$ cat src/rtl/pipeline_stall_controller.sv
// Stall/flush sequencer for the 5-stage RV32I pipeline with memory-wait timeout and sticky halt.
// Optional perf counters are built when PIPE_PERF_COUNTERS_EN is defined; otherwise they read 0.
module pipeline_stall_controller #(
  parameter int WAIT_TIMEOUT = 255,
  parameter int CNT_W        = 32
) (
  input  logic             clk,
  input  logic             reset,
  input  logic             data_hazard,
  input  logic             ctrl_hazard,
  input  logic             dmem_req,
  input  logic             dmem_ready,
  input  logic             imem_ready,
  input  logic             halt_wb,
  output logic             pc_write,
  output logic             ifid_write,
  output logic             ifid_flush,
  output logic             idex_write,
  output logic             idex_flush,
  output logic             exmem_write,
  output logic             memwb_write,
  output logic             memwb_bubble,
  output logic             halted,
  output logic             mem_error,
  output logic [CNT_W-1:0] cycle_cnt,
  output logic [CNT_W-1:0] stall_cnt,
  output logic [CNT_W-1:0] flush_cnt
);

  typedef enum logic [1:0] {
    RUN       = 2'd0,
    DMEM_WAIT = 2'd1,
    IMEM_WAIT = 2'd2,
    HALT      = 2'd3
  } state_t;

  state_t           state_reg, state_next;
  logic [CNT_W-1:0] wait_cnt_reg, wait_cnt_next;
  logic             halted_reg, halted_next;
  logic             mem_error_reg, mem_error_next;
  logic             dmem_stall;
  logic             flush_fire;
  logic             wait_pending;

  assign dmem_stall = dmem_req & ~dmem_ready;

  always_ff @(posedge clk or negedge reset) begin
    if (!reset) begin
      state_reg     <= RUN;
      wait_cnt_reg  <= '0;
      halted_reg    <= 1'b0;
      mem_error_reg <= 1'b0;
    end else begin
      state_reg     <= state_next;
      wait_cnt_reg  <= wait_cnt_next;
      halted_reg    <= halted_next;
      mem_error_reg <= mem_error_next;
    end
  end

  always_comb begin
    pc_write       = 1'b1;
    ifid_write     = 1'b1;
    ifid_flush     = 1'b0;
    idex_write     = 1'b1;
    idex_flush     = 1'b0;
    exmem_write    = 1'b1;
    memwb_write    = 1'b1;
    memwb_bubble   = 1'b0;
    state_next     = state_reg;
    wait_cnt_next  = wait_cnt_reg;
    halted_next    = halted_reg;
    mem_error_next = mem_error_reg;
    flush_fire     = 1'b0;
    wait_pending   = 1'b0;

    if (state_reg == HALT) begin
      pc_write    = 1'b0;
      ifid_write  = 1'b0;
      idex_write  = 1'b0;
      exmem_write = 1'b0;
      memwb_write = 1'b0;
    end else begin
      if (dmem_stall) begin
        // Whole pipe freezes; WB gets a bubble so the held instruction cannot retire twice.
        pc_write     = 1'b0;
        ifid_write   = 1'b0;
        idex_write   = 1'b0;
        exmem_write  = 1'b0;
        memwb_write  = 1'b0;
        memwb_bubble = 1'b1;
        state_next   = DMEM_WAIT;
      end else begin
        state_next = RUN;
        if (ctrl_hazard) begin
          ifid_flush = 1'b1;
          idex_flush = 1'b1;
          flush_fire = 1'b1;
        end else if (data_hazard) begin
          pc_write   = 1'b0;
          ifid_write = 1'b0;
          idex_flush = 1'b1;
        end else if (!imem_ready) begin
          pc_write   = 1'b0;
          ifid_flush = 1'b1;
          state_next = IMEM_WAIT;
        end
        // The ecall retires this cycle; freezing starts on the next one.
        if (halt_wb) begin
          halted_next = 1'b1;
          state_next  = HALT;
        end
      end

      // Staying in the same wait state counts up; entering or leaving one restarts at 0.
      wait_pending = (state_next == state_reg) &&
                     ((state_reg == DMEM_WAIT) || (state_reg == IMEM_WAIT));
      if (wait_pending) begin
        if (wait_cnt_reg != '1) begin
          wait_cnt_next = wait_cnt_reg + CNT_W'(1);
        end
        if ((WAIT_TIMEOUT != 0) && (wait_cnt_reg == CNT_W'(WAIT_TIMEOUT))) begin
          mem_error_next = 1'b1;
          state_next     = HALT;
        end
      end else begin
        wait_cnt_next = '0;
      end
    end

    if (!reset) begin
      pc_write     = 1'b0;
      ifid_write   = 1'b0;
      ifid_flush   = 1'b0;
      idex_write   = 1'b0;
      idex_flush   = 1'b0;
      exmem_write  = 1'b0;
      memwb_write  = 1'b0;
      memwb_bubble = 1'b0;
      flush_fire   = 1'b0;
    end
  end

  assign halted    = halted_reg;
  assign mem_error = mem_error_reg;

`ifdef PIPE_PERF_COUNTERS_EN
  logic [CNT_W-1:0] cycle_cnt_reg, stall_cnt_reg, flush_cnt_reg;

  always_ff @(posedge clk or negedge reset) begin
    if (!reset) begin
      cycle_cnt_reg <= '0;
      stall_cnt_reg <= '0;
      flush_cnt_reg <= '0;
    end else if (!halted_reg) begin
      cycle_cnt_reg <= cycle_cnt_reg + CNT_W'(1);
      if (!pc_write) begin
        stall_cnt_reg <= stall_cnt_reg + CNT_W'(1);
      end
      if (flush_fire) begin
        flush_cnt_reg <= flush_cnt_reg + CNT_W'(1);
      end
    end
  end

  assign cycle_cnt = cycle_cnt_reg;
  assign stall_cnt = stall_cnt_reg;
  assign flush_cnt = flush_cnt_reg;
`else
  assign cycle_cnt = '0;
  assign stall_cnt = '0;
  assign flush_cnt = '0;
`endif

endmodule

$ cat config.mk
export PLATFORM = sky130hd
export DESIGN_NAME = pipeline_stall_controller
export DESIGN_NICKNAME = d
export VERILOG_FILES = /design/src/rtl/pipeline_stall_controller.sv
export SDC_FILE = /design/constraint.sdc
export NUM_CORES = 1
export LEC_CHECK = 0
export CORE_MARGIN = 4
export CORE_UTILIZATION = 55
export CTS_BUF_LIST = sky130_fd_sc_hd__clkbuf_4 sky130_fd_sc_hd__clkbuf_8
export DETAILED_ROUTE_END_ITERATION = 8
export DONT_BUFFER_PORTS = 1
export HOLD_SLACK_MARGIN = 0.1
export PLACE_DENSITY = 0.7
export SYNTH_ARGS = -nofsm -noshare
export SYNTH_HDL_FRONTEND = slang
export SYNTH_SLANG_ARGS = --single-unit
$ cat constraint.sdc
create_clock -name clk -period 2.7 [get_ports clk]
set_clock_uncertainty 0.1 [all_clocks]
set_input_delay 0.54 -clock clk [delete_from_list [all_inputs] [get_ports clk]]
set_output_delay 0.54 -clock clk [all_outputs]
set_load 0.005 [all_outputs]
==> summary.md, run 1 <==
| Metric | Value |
|---|---|
| Largest net degree at the start of global routing | `37` |
| Number of synthesized flops with an enable pin | `0` |
| Least-Margin Pin Slew | `0.7416 ns` |
| Initial Util | `0.5812` |
| Synth area leader | `dfrtp_1` |
| Routed WL | `6.945 mm` |
| Area Overhead vs Synth | `-2.877%` |
| Vert. Die Dim | `82.40 um` |
| Post-route ant nets | `0` |
| Hold Crit Class | `in2reg` |
| Startpoint types | `flip-flop` |
| Fin nets | `389` |
| Vias per inst | `5.653` |
| Gpl congestion | `0.9754` |
| Post-Syn Instances | `367` |
| Most frequent cell after synthesis | `buf_4` |
| Global Route Usage Sum | `0.2104` |
| Period Utilization, post-route | `0.8913` |
| DRC | `0` |
| CTS buffer count | `5` |
| Grt total ovfl | `0` |
| Router iterations before antenna repair | `5` |
| CP Capture Type | `flip-flop` |
| Final HPWL DP | `5.114 mm` |
| Initial antenna violation count | `0` |
| Maximum clock insertion buffer count | `2` |
| Peak supply drop | `294.3 uV` |
| Via count | `2544` |
| Clock Tree Root | `clkbuf_8` |
| Number of flip-flops in the largest register | `32` |
| Arrival time worst endpoint | `2.46 ns` |
| Final Non-Filler Cells | `450` |
| CTS tree | `built` |
| Number of placed I/O pins | `114` |
| WL/cell | `15.43 um` |
| Buffers on Ports | `0` |
| Status | `complete, no violations` |
| Syn Std Cell Area | `3044 um2` |
| Post-cts resize count | `0` |
| Rows | `26` |
| Ratio of cells with drive above 1 in the final layout | `0.09474` |
| Final hold violations | `0` |
| Area contributors post-synth | `dfrtp_1, buf_4, nand3_1, o21ai_0, a31oi_1` |
| CORE AREA | `5238 um2` |
| Worst R2R Path Depth | `7` |
| Die area | `6789 um2` |
| Initial DRC count | `182` |
| Warnings from Yosys | `0` |
| Setup Total Neg Slack | `0 ns` |
| Htree depth | `2` |
| Die W | `82.40 um` |
| Power per cell area | `444.0 nW/um2` |
| Critical path class | `reg2reg` |
| Critical path data required time | `2.75 ns` |
| Flops & latches, synth | `36` |
| Diode count | `0` |
| Slew Limit Fails | `0` |
| Sequential area share after synthesis | `0.2959` |
| Vias in the first global route | `2192` |
| Final Util | `0.5645` |
| Post-CTS setup buffer count | `0` |
| Rel. slew slack | `0.5046` |
| Top cells by count, synth | `buf_4, dfrtp_1, nand3_1` |
| Final setup violation count | `0` |
| Crit path max fanout | `10` |
| RSZ-0062 raised after global routing | `no` |
| Clock Sinks | `36` |
| Clock Latency Late Sink | `0.29 ns` |
| Top FF cell, synth | `dfrtp_1` |
| Avg Inst Size Synth | `8.295 um2` |
| Pleak | `1.410 nW` |
| First-pass GRT wire length | `10.87 mm` |
| Maxcap violations | `0` |
| Synth unique cells | `46` |
| Min Clock Period, post-route | `2.407 ns` |
| Fmax | `0.4155 GHz` |
| Post-synth top area share | `0.2959` |
| Placed insts | `440` |
| Clk slew on worst S/H paths | `0.07 ns` |
| Hold Path Stages | `2` |
| FFs w/ async S/R, synth | `1.000` |
## metrics by stage
| step | power, mW | cell area [um2] | setup slack [ns] | hold slack, ns |
|---|---|---|---|---|
| 3_5_place_dp | 0.8781 | 2829 | 0.3148 | 0.1453 |
| 6_report | 1.313 | 2957 | 0.2934 | 0.3153 |
| 5_1_grt | 1.395 | 2957 | 0.09669 | 0.3259 |
| 4_1_cts | 1.314 | 2957 | 0.3099 | 0.3152 |
| 3_3_place_gp | 0.8709 | 2829 | 0.3690 | 0.1452 |
| 2_1_floorplan | 0.8910 | 3401 | 0.4208 | 0.1444 |
## placed cells by master, fill, tap and decap left out, drive strengths merged, types with 2 or more instances in the layout
cell type / instances
nor2: 14
nor2b: 2
a41oi: 5
buf: 20
conb: 96
inv: 12
nand3: 24
a31oi: 15
a21oi: 13
o211ai: 2
nor4: 8
or3: 7
and3: 8
nand4: 16
and4: 4
nor3: 6
a21o: 3
o21ai: 23
o31ai: 11
mux2i: 3
nand2b: 7
or4: 4
a31o: 2
clkbuf: 8
ha: 2
dfrtp: 36
nand2: 14
## power by group
group	leakage, nW	total (mW)	internal (mW)	switching [mW]
clock network	0.0523	0.421	0.228	0.193
logic	0.865	0.326	0.110	0.215
registers	0.493	0.566	0.551	0.0149
total	1.41	1.31	0.889	0.423
## path summary, 6_finish.rpt
| path | slack, ns | endpoint | from |
|---|---|---|---|
| max | 0.29 | wait_cnt_reg[25] | wait_cnt_reg[0] |
| min | 0.32 | halted | halt_wb |
| max reg2reg | 0.29 | wait_cnt_reg[25] | wait_cnt_reg[0] |
| min reg2reg | 0.40 | halted | halted |
| max in group asynchronous | 1.71 | wait_cnt_reg[22] | reset |
| min in group asynchronous | 0.59 | halted | reset |
## critical path, stage by stage, from the launching register on
cell,delay (ns)
dfrtp_1,0.43
ha_1,0.23
nand3_1,0.21
or4b_4,0.67
nor3b_1,0.19
buf_4,0.18
a41oi_1,0.19
a31oi_1,0.06
## cell families after synthesis
logic type | count (synthesis) | synth area share
buf+inv | 123 | 0.2783
simple gates | 118 | 0.2269
compound gates | 84 | 0.1796
flops | 36 | 0.2959
mux | 3 | 0.009865
fa+ha+maj | 2 | 0.008219
other cells | 1 | 0.001232
## cell type report
| cell class | count | area [um2] |
|---|---|---|
| clock buffers | 8 | 97.59 |
| repair buffers | 21 | 172.7 |
| well taps | 70 | 87.58 |
| fillers | 496 | 2281 |
| flip-flops and latches | 36 | 900.9 |
| multi-input cells | 303 | 1653 |
| inverters | 12 | 45.04 |
## repair_timing
action / CTS / global route
hold buffers: 2 / 0
endpoints found under the setup margin: 0 / 0
hold endpoints to repair: 36 / 0
## per-layer routing
metal / up-vias / part of all wire / wire (um) / GRT usage
met3: 21 / 0.11 / 747 / 0.04338
met2: 157 / 0.46 / 3185 / 0.3245
met5: - / 0 / 0 / 0
met1: 1198 / 0.41 / 2879 / 0.2827
li1: 1168 / - / - / -
met4: 0 / 0.019 / 132 / 0.09468
No activity file was read; power rests on OpenSTA's default activity.
==> inputs of run 2 (changes only) <==
--- a/config.mk
+++ b/config.mk
@@ -12,6 +12,7 @@
 export DONT_BUFFER_PORTS = 1
 export HOLD_SLACK_MARGIN = 0.1
 export PLACE_DENSITY = 0.7
+export RECOVER_POWER = 25
 export SYNTH_ARGS = -nofsm -noshare
 export SYNTH_HDL_FRONTEND = slang
 export SYNTH_SLANG_ARGS = --single-unit
==> summary.md, run 2 (synthesized netlist as in run 1, its figures left out) <==
| Metric | Value |
|---|---|
| Status | `complete, but fails checks (was complete, no violations)` |
| Failing checks | `capacitance limit, slew limit` |
| WL/cell | `15.47 um (was 15.43 um)` |
| Clock Tree Root | `clkbuf_8 (unchanged)` |
| Final hold violations | `0 (unchanged)` |
| Number of placed I/O pins | `114 (unchanged)` |
| First-pass GRT wire length | `10.87 mm (unchanged)` |
| Least-Margin Pin Slew | `1.614 ns (was 0.7416 ns)` |
| Clock Latency Late Sink | `0.29 ns (about the same)` |
| Global Route Usage Sum | `0.2104 (unchanged)` |
| Via count | `2554 (was 2544)` |
| Slew Limit Fails | `37 (was 0)` |
| Htree depth | `2 (unchanged)` |
| Hold Crit Class | `in2reg (unchanged)` |
| Post-route ant nets | `0 (unchanged)` |
| Vias in the first global route | `2192 (unchanged)` |
| Post-CTS setup buffer count | `0 (unchanged)` |
| Min Clock Period, post-route | `2.415 ns (was 2.407 ns)` |
| Peak supply drop | `297.3 uV (was 294.3 uV)` |
| Area of the multi-input gates | `1653 um2 (unchanged)` |
| Diode count | `0 (unchanged)` |
| Commonest non-fill, non-tap cell in the layout | `conb_1 (unchanged)` |
| CTS buffer count | `5 (unchanged)` |
| Pleak | `1.414 nW (was 1.410 nW)` |
| Startpoint types | `flip-flop (unchanged)` |
| Crit path max fanout | `10 (unchanged)` |
| Die W | `82.40 um (unchanged)` |
| Critical path data required time | `2.75 ns (about the same)` |
| Storage cell area | `900.9 um2 (unchanged)` |
| Clock Sinks | `36 (unchanged)` |
| Slowest-stage cell, CP | `or4b_4 (unchanged)` |
| Initial Util | `0.5812 (unchanged)` |
| Maximum clock insertion buffer count | `2 (unchanged)` |
| Period Utilization, post-route | `0.8943 (was 0.8913)` |
| Grt total ovfl | `0 (unchanged)` |
| Routed WL | `6.963 mm (was 6.945 mm)` |
| DRC | `0 (unchanged)` |
| Crit path buf inv count | `1 (unchanged)` |
| Number of flip-flops in the largest register | `32 (unchanged)` |
| RSZ-0062 raised after global routing | `no (unchanged)` |
| Buffers on Ports | `0 (unchanged)` |
| Top delay family on crit path | `simple AND/OR/NAND/NOR gates (unchanged)` |
| Maxcap violations | `1 (was 0)` |
| CTS tree | `built (unchanged)` |
| Final Util | `0.5631 (was 0.5645)` |
| Setup Total Neg Slack | `0 ns (unchanged)` |
| Router iterations before antenna repair | `5 (unchanged)` |
| CP cell instances | `ha_1 -> nand3_1 -> or4b_4 -> nor3b_1 -> buf_4 -> a41oi_1 -> a31oi_1 (unchanged)` |
| Most frequent cells in the layout | `conb_1, dfrtp_1, nand3_1 (unchanged)` |
| Critical path class | `reg2reg (unchanged)` |
| Largest stage delay, worst path | `0.67 ns (about the same)` |
| DP Worst Slack | `0.3148 ns (unchanged)` |
| Gpl congestion | `0.9754 (unchanged)` |
| Fin nets | `389 (unchanged)` |
| Rows | `26 (unchanged)` |
| Vias per inst | `5.676 (was 5.653)` |
| Arrival time worst endpoint | `2.46 ns (about the same)` |
| CP Capture Type | `flip-flop (unchanged)` |
| Area Overhead vs Synth | `-3.124% (was -2.877%)` |
| Vert. Die Dim | `82.40 um (unchanged)` |
| Largest net degree at the start of global routing | `37 (unchanged)` |
| Initial antenna violation count | `0 (unchanged)` |
| Power per cell area | `444.9 nW/um2 (was 444.0 nW/um2)` |
| Final setup violation count | `0 (unchanged)` |
| Initial DRC count | `187 (was 182)` |
| Ratio of cells with drive above 1 in the final layout | `0.09211 (was 0.09474)` |
| Die area | `6789 um2 (unchanged)` |
| Rel. slew slack | `-0.07758 (was 0.5046)` |
| Min setup slack post-route | `0.2854 ns (was 0.2934 ns)` |
| CORE AREA | `5238 um2 (unchanged)` |
| Clk slew on worst S/H paths | `0.07 ns (about the same)` |
| Fillers | `496 (unchanged)` |
| Final HPWL DP | `5.114 mm (unchanged)` |
| Fmax | `0.4141 GHz (was 0.4155 GHz)` |
-- run 2: cell types whose count changed in the layout (fill, tap and decap cells not counted), sizes merged --
cell	previous run	this run
buf	20	19
dlymetal6s2s	0	1
-- run 2: repair_timing --
| action | 4_1_cts | 5_1_grt |
|---|---|---|
| endpoints found under the setup margin | 0 | 0 |
| hold buffers | 2 | 0 |
| resized for setup | 0 | 0 |
| hold endpoints to repair | 36 | 0 |
-- run 2: path summary, 6_finish.rpt --
check | slack, ns | depth (start not counted) | endpoint | startpoint
setup reg to reg | 0.29 | 7 | wait_cnt_reg[25] | wait_cnt_reg[0]
hold / removal | 0.31 | 2 | halted | halt_wb
max in group asynchronous | 0.43 | 2 | wait_cnt_reg[25] | reset
hold reg to reg | 0.40 | 2 | halted | halted
setup / recovery | 0.29 | 7 | wait_cnt_reg[25] | wait_cnt_reg[0]
min in group asynchronous | 1.12 | 2 | halted | reset
-- run 2: final cells by class --
type | instances | share of cell area
clock buffers | 8 | 0.03309
inverters | 12 | 0.01527
multi-input cells | 303 | 0.5605
flip-flops and latches | 36 | 0.3055
well taps | 70 | 0.02970
repair buffers | 21 | 0.05600
-- run 2: worst reg2reg max path, cell delays in order (launching register included) --
cell	delay, ns
dfrtp_1	0.43
ha_1	0.23
nand3_1	0.21
or4b_4	0.68
nor3b_1	0.19
buf_4	0.18
a41oi_1	0.20
a31oi_1	0.06
-- run 2: metrics by stage --
stage	cell area [um2]	hold WS (ns)	instances	power, mW
after global placement	2829	0.1452	440	0.8709
after detailed placement	2829	0.1453	440	0.8781
after global routing	2949	0.3259	450	1.393
after floorplan	3401	0.1444	462	0.8910
final	2949	0.3150	450	1.312
after CTS	2957	0.3152	450	1.314
-- run 2: power by group --
| group | switching, mW | internal (mW) |
|---|---|---|
| combinational | 0.216 | 0.109 |
| sequential | 0.0149 | 0.551 |
| clock | 0.194 | 0.228 |
-- run 2: metal layers --
| metal | track usage | vias up | wire, um |
|---|---|---|---|
| met4 | 0.09468 | 0 | 142 |
| met2 | 0.3245 | 149 | 3196 |
| met5 | 0 | - | 0 |
| met3 | 0.04338 | 20 | 725 |
| li1 | - | 1167 | - |
| met1 | 0.2827 | 1218 | 2899 |
